<file path="config.mk">
export PLATFORM = sky130hd
export DESIGN_NAME = pc_fetch_sequencer
export DESIGN_NICKNAME = d
export VERILOG_FILES = /design/src/rtl/pc_fetch_sequencer.sv
export SDC_FILE = /design/constraint.sdc
export NUM_CORES = 1
export LEC_CHECK = 0
export BUFFER_PORTS_ARGS = -buffer_cell sky130_fd_sc_hd__buf_4
export CORE_MARGIN = 2
export CORE_UTILIZATION = 49
export DETAILED_ROUTE_END_ITERATION = 6
export PLACE_DENSITY = 0.86
export SLEW_MARGIN = 40
export SYNTH_ARGS = -nofsm -noshare
export SYNTH_HDL_FRONTEND = slang
export SYNTH_SLANG_ARGS = --single-unit
</file>
<file path="constraint.sdc">
create_clock -name clk -period 6.8 [get_ports clk]
set_input_delay 0.68 -clock clk [delete_from_list [all_inputs] [get_ports clk]]
set_output_delay 0.68 -clock clk [all_outputs]
set_load 0.03 [all_outputs]
</file>
<file path="src/rtl/pc_fetch_sequencer.sv">
// PC/fetch sequencer: fixed-latency imem fetch, single-instruction exec handshake, redirect/halt, display buffer.
// Optional perf counters (retired_cnt, stall_cnt) are built only when PERF_COUNTERS_EN is defined.
module pc_fetch_sequencer #(
  parameter int unsigned     XLEN      = 32,
  parameter int unsigned     PC_STEP   = 1,
  parameter logic [XLEN-1:0] RESET_PC  = '0,
  parameter int unsigned     FETCH_LAT = 1
) (
  input  logic            clk,
  input  logic            rst,
  output logic [XLEN-1:0] imem_addr,
  output logic            imem_req,
  input  logic [31:0]     imem_rdata,
  output logic [31:0]     instr,
  output logic            instr_valid,
  input  logic            exec_done,
  input  logic            redirect_en,
  input  logic [XLEN-1:0] redirect_pc,
  input  logic            result_we,
  input  logic [XLEN-1:0] result_in,
  input  logic            stall,
  input  logic            halt_req,
  input  logic            resume,
  output logic [XLEN-1:0] disp_data,
  output logic            disp_valid,
  input  logic            disp_ready,
  output logic            halted,
  output logic            misalign_err,
  output logic [31:0]     retired_cnt,
  output logic [31:0]     stall_cnt
);
  localparam logic [1:0] S_REQ  = 2'd0;
  localparam logic [1:0] S_WAIT = 2'd1;
  localparam logic [1:0] S_EXEC = 2'd2;
  localparam logic [1:0] S_HALT = 2'd3;

  localparam logic [XLEN-1:0] STEP = XLEN'(PC_STEP);
  localparam logic [XLEN-1:0] MASK = STEP - 1'b1;
  localparam logic [2:0]      LAT  = 3'(FETCH_LAT);

  logic [1:0]      state_q, state_d;
  logic [XLEN-1:0] pc_q, pc_d;
  logic [2:0]      cnt_q, cnt_d;
  logic [31:0]     instr_q, instr_d;
  logic            instr_valid_q, instr_valid_d;
  logic [XLEN-1:0] disp_data_q, disp_data_d;
  logic            disp_valid_q, disp_valid_d;
  logic            misalign_q, misalign_d;

  logic            disp_block, exec_acc, misalign;
  logic [XLEN-1:0] pc_next;

  // A new result may not overwrite a display value that has not been consumed.
  assign disp_block = result_we & disp_valid_q & ~disp_ready;
  assign exec_acc   = (state_q == S_EXEC) & exec_done & ~stall & ~disp_block;
  assign pc_next    = redirect_en ? redirect_pc : pc_q + STEP;
  assign misalign   = redirect_en & (|(redirect_pc & MASK));

  always_comb begin
    state_d       = state_q;
    pc_d          = pc_q;
    cnt_d         = cnt_q;
    instr_d       = instr_q;
    instr_valid_d = instr_valid_q;
    misalign_d    = misalign_q;
    disp_data_d   = disp_data_q;
    disp_valid_d  = disp_valid_q & ~disp_ready;
    if (exec_acc && result_we) begin
      disp_data_d  = result_in;
      disp_valid_d = 1'b1;
    end
    case (state_q)
      S_REQ: if (!stall) begin
        cnt_d   = 3'd1;
        state_d = S_WAIT;
      end
      S_WAIT: begin
        if (cnt_q == LAT) begin
          instr_d       = imem_rdata;
          instr_valid_d = 1'b1;
          state_d       = S_EXEC;
        end else begin
          cnt_d = cnt_q + 3'd1;
        end
      end
      S_EXEC: if (exec_acc) begin
        instr_valid_d = 1'b0;
        if (misalign) begin
          misalign_d = 1'b1;
          state_d    = S_HALT;
        end else begin
          pc_d    = pc_next;
          state_d = halt_req ? S_HALT : S_REQ;
        end
      end
      S_HALT: if (resume) state_d = S_REQ;
      default: state_d = S_REQ;
    endcase
  end

  always_ff @(posedge clk or negedge rst) begin
    if (!rst) begin
      state_q       <= S_REQ;
      pc_q          <= RESET_PC;
      cnt_q         <= '0;
      instr_q       <= '0;
      instr_valid_q <= 1'b0;
      disp_data_q   <= '0;
      disp_valid_q  <= 1'b0;
      misalign_q    <= 1'b0;
    end else begin
      state_q       <= state_d;
      pc_q          <= pc_d;
      cnt_q         <= cnt_d;
      instr_q       <= instr_d;
      instr_valid_q <= instr_valid_d;
      disp_data_q   <= disp_data_d;
      disp_valid_q  <= disp_valid_d;
      misalign_q    <= misalign_d;
    end
  end

  // Request is the REQ-state issue cycle itself; gated by rst so it reads 0 while in reset.
  assign imem_req     = rst & (state_q == S_REQ) & ~stall;
  assign imem_addr    = pc_q;
  assign instr        = instr_q;
  assign instr_valid  = instr_valid_q;
  assign disp_data    = disp_data_q;
  assign disp_valid   = disp_valid_q;
  assign halted       = (state_q == S_HALT);
  assign misalign_err = misalign_q;

`ifdef PERF_COUNTERS_EN
  logic        exec_blk;
  logic [31:0] retired_q, stall_q;
  assign exec_blk = (state_q == S_EXEC) & exec_done & ~exec_acc;
  always_ff @(posedge clk or negedge rst) begin
    if (!rst) begin
      retired_q <= '0;
      stall_q   <= '0;
    end else begin
      if (exec_acc) retired_q <= retired_q + 32'd1;
      if (exec_blk) stall_q   <= stall_q + 32'd1;
    end
  end
  assign retired_cnt = retired_q;
  assign stall_cnt   = stall_q;
`else
  assign retired_cnt = '0;
  assign stall_cnt   = '0;
`endif
endmodule

</file>
==> results.py <==
metrics = {
    "grt": {
        "grt_max_degree": 72,
        "grt.total_usage_pct": 23.71,
        "grt_pass1_wl_mm": 21.29,
        "grt_pass1_vias": 4323,
        "antenna_found_initial": 0,
        "overflow": 0,
    },
    "floorplan": {
        "die_h_um": 107.5,
        "dieArea_mm2": 0.01155,
        "die_x_um": 107.5,
        "io_pins": 270,
        "core_mm2": 0.01037,
        "start_util_pct": 50.57,
        "rows": 37,
    },
    "final_layout": {
        "area_delta_synth_final_pct": 30.73,
        "stdcell_area_mm2": 0.006855,
        "drive_above_1_share_pct": 43.43,
        "nFillCells": 774,
        "fin_nets": 796,
        "antennaDiodeCount": 0,
    },
    "route": {
        "num_vias": 4312,
        "via_per_inst": 5.201,
        "wl_mm": 13.63,
        "routedWlPerCell_um": 16.45,
        "drt_pre_antenna_iters": 4,
        "ant_nets": 0,
        "first_iter_violations": 192,
        "post-route-drc-count": 0,
    },
    "run_status": {
        "status": "finished, final reports clean",
    },
    "power": {
        "combPwrFrac_pct": 52.1,
        "p_switching_mw": 1.476,
        "power.static_leakage_nw": 3.321,
        "switching_share_pct": 45.68,
        "clock_power_share_pct": 12.5,
        "seqPwrFrac_pct": 35.5,
        "peakVddDrop_v": 0.0003683,
        "power.density_mw_per_mm2": 471.2,
        "internal-power_mw": 1.755,
    },
    "clock_tree": {
        "clockBufferDepth": 2,
        "cts.clk_slew.worst_paths_ps": 110,
        "ctsResizeCount": 0,
        "cts_setup_buffers": 0,
        "postCtsHoldBufs": 0,
        "cts.htree.levels": 3,
        "cts_sinks": 103,
        "cts-root-buf": "clkbuf_8",
        "cts_buffers": 9,
        "clk-insertion-delay-late_ps": 370,
        "cts_tree": "built",
    },
    "setup_path": {
        "r2r_setup_slack_ps": 4380,
        "rr_worst_depth": 6,
        "cp.required_ps": 7100,
        "crit_path_end_kind": "register",
        "reg2reg_to": "imem_addr[30]",
        "reg2reg_from": "imem_addr[0]",
        "startpoint_type": "register",
        "cp.arrival_ps": 2720,
        "critical_path.cell_chain": "ha_1 -> nand3_4 -> or4_4 -> or4_4 -> or2_0 -> a31oi_1",
        "crit_slowest_cell": "or4_4",
        "crit_path_max_fanout": 8,
        "crit_top_cell": "or4_4",
        "crit_type": "reg -> reg",
        "crit_path_start": "imem_addr[0]",
        "critical-path-max-stage-delay_ps": 580,
    },
    "synthesis": {
        "muxShareOfSynthArea_pct": 14.13,
        "ys_ff_latch": 103,
        "yosys.cell_types.count": 49,
        "yosys.area_share.simple_pct": 10.83,
        "synth_fa_ha_area_share_pct": 0.7158,
        "synthesis.area_mm2": 0.005244,
        "ys_seq_area_share_pct": 49.15,
        "synth_flop_cell": "dfrtp_1",
        "synthCells": 497,
        "synth_top_family_by_area": "multiplexers",
        "synth_xor_area_share_pct": 0,
        "yosys_warnings": 0,
        "synthArstFlopShare_pct": 100.0,
        "syn_avg_cell_area_um2": 10.55,
        "synth_edf_count": 0,
        "synth_compound_area_share_pct": 12.93,
    },
    "timing": {
        "skew_ps": 8.965,
        "fin_crit_sh_pct": 35.54,
        "worst_slack_ps": 4383,
        "slew_viol_final": 0,
        "rsz0062_at_grt": "false",
        "period_minus_slack_ps": 2417,
        "final-hold-violation-count": 0,
        "setup_viol_count_final": 0,
        "timing.fmax_mhz": 413.7,
        "worst_slew_pin_slew_ps": 798.5,
        "fin_setup_tns_ps": 0,
        "relSlewSlack_pct": 46.33,
    },
    "place": {
        "dp_hpwl_mm": 10.24,
        "port_buffers": 204,
        "globalplace.congestion": 0.8357,
        "pre_cts_slack_ps": 4193,
        "dpl_cell_area_mm2": 0.006650,
    },
    "hold_path": {
        "hold_class": "in -> async",
    },
    "run": {
        "maxCapViolCount": 0,
    },
}
-- placed cells by master (no fill, tap or decap), drive strengths merged, types with 3 or more instances in the layout --
cell type / n
buf: 208
dfrtp: 103
conb: 65
mux2: 64
a21oi: 37
o21ai: 36
nand2: 23
nor2: 20
inv: 15
nor3: 14
nand3: 11
clkbuf: 9
o22ai: 8
nor4: 6
nand4: 5
and3: 5
or4: 5
a22oi: 4
and2: 3
and4: 3
a41o: 3
a31o: 3
a21o: 3
a31oi: 3
ha: 3
-- cells by family (layout without fill, tap and decap cells) --
| kind of cell | count (synthesis) | in the layout |
|---|---|---|
| AO/OA/AOI/OAI | 113 | 113 |
| AND/OR/NAND/NOR | 106 | 106 |
| buffers and inverters | 105 | 237 |
| flip-flops | 103 | 103 |
| multiplexers | 66 | 66 |
| adder cells (fa/ha/maj) | 3 | 3 |
| other | 1 | 65 |
-- cell type report --
class | instances | area [um^2] | share of cell area (%)
multi-input cells | 353 | 2288 | 33.38
well taps | 136 | 170.2 | 2.482
repair buffers | 208 | 1565 | 22.83
inverters | 13 | 48.80 | 0.7118
clock inverters | 7 | 81.33 | 1.186
flip-flops and latches | 103 | 2577 | 37.60
clock buffers | 9 | 123.9 | 1.807
-- stage by stage --
| step | util [%] | power, mW | instances | hold slack [ps] |
|---|---|---|---|---|
| finish | 66.11 | 3.230 | 829 | 230.9 |
| global route | 66.11 | 3.418 | 829 | 261.5 |
| CTS | 66.11 | 3.253 | 829 | 242.0 |
| detailed placement | 64.13 | 2.847 | 813 | 493.7 |
| global placement | 63.95 | 2.783 | 813 | 482.7 |
| floorplan | - | 2.197 | 561 | 384.4 |
-- flip-flops by register name (all words and copies together), names as in the netlist --
signal	count
disp_valid	1
cnt_q	3
disp_data	32
state_q	2
instr	32
imem_addr	32
instr_valid	1
-- worst max-delay path by stage --
| stage | cells after the start | slack [ps] | to |
|---|---|---|---|
| floorplan | 6 | 4350 | imem_addr[30] |
| global placement | 6 | 3810 | disp_data[8] |
| detailed placement | 6 | 4190 | disp_data[14] |
| CTS | 6 | 4380 | imem_addr[30] |
| global route | 5 | 4230 | imem_addr[29] |
| finish | 6 | 4380 | imem_addr[30] |
-- power by group through the flow --
| stage | sequential, mW | clock [mW] | combinational [mW] |
|---|---|---|---|
| final | 1.15 | 0.403 | 1.68 |
| after global routing | 1.19 | 0.439 | 1.79 |
| after CTS | 1.14 | 0.411 | 1.70 |
| after detailed placement | 1.15 | 0 | 1.70 |
| after global placement | 1.13 | 0 | 1.65 |
| after floorplan | 1.65 | 0 | 0.543 |
-- worst max-delay path, delay by kind of cell (launching register included) --
kind                     cells  cell delay (ps)
AO/OA/AOI/OAI                1              160
AND/OR/NAND/NOR              4             1480
adder cells (fa/ha/maj)      1              270
flip-flops                   1              440
-- synth_stat cells, drive strengths merged (5+ instances only) --
master  instances  area, um^2
nand2          23       86.33
a21oi          37       185.2
nor2           20       75.07
buf            68       499.2
and3            5       32.53
nor3           14       70.07
o22ai           8       50.05
nand3          11       67.57
nand4           5       31.28
nor4            6       37.54
dfrtp         103        2577
mux2           64       720.7
o21ai          36       180.2
inv            13       48.80
clkbuf         24       90.09
or4             5       45.04
-- layer usage --
layer	part of all wire [%]	GRT usage, %	wire [um]	vias up
met5	0	0	0	-
met4	2.0	8.333	267	0
met3	10	8.596	1369	16
met2	52	40.60	7056	222
met1	36	27.42	4941	2053
li1	-	-	-	2021
Power figures use the tool's default switching activity.
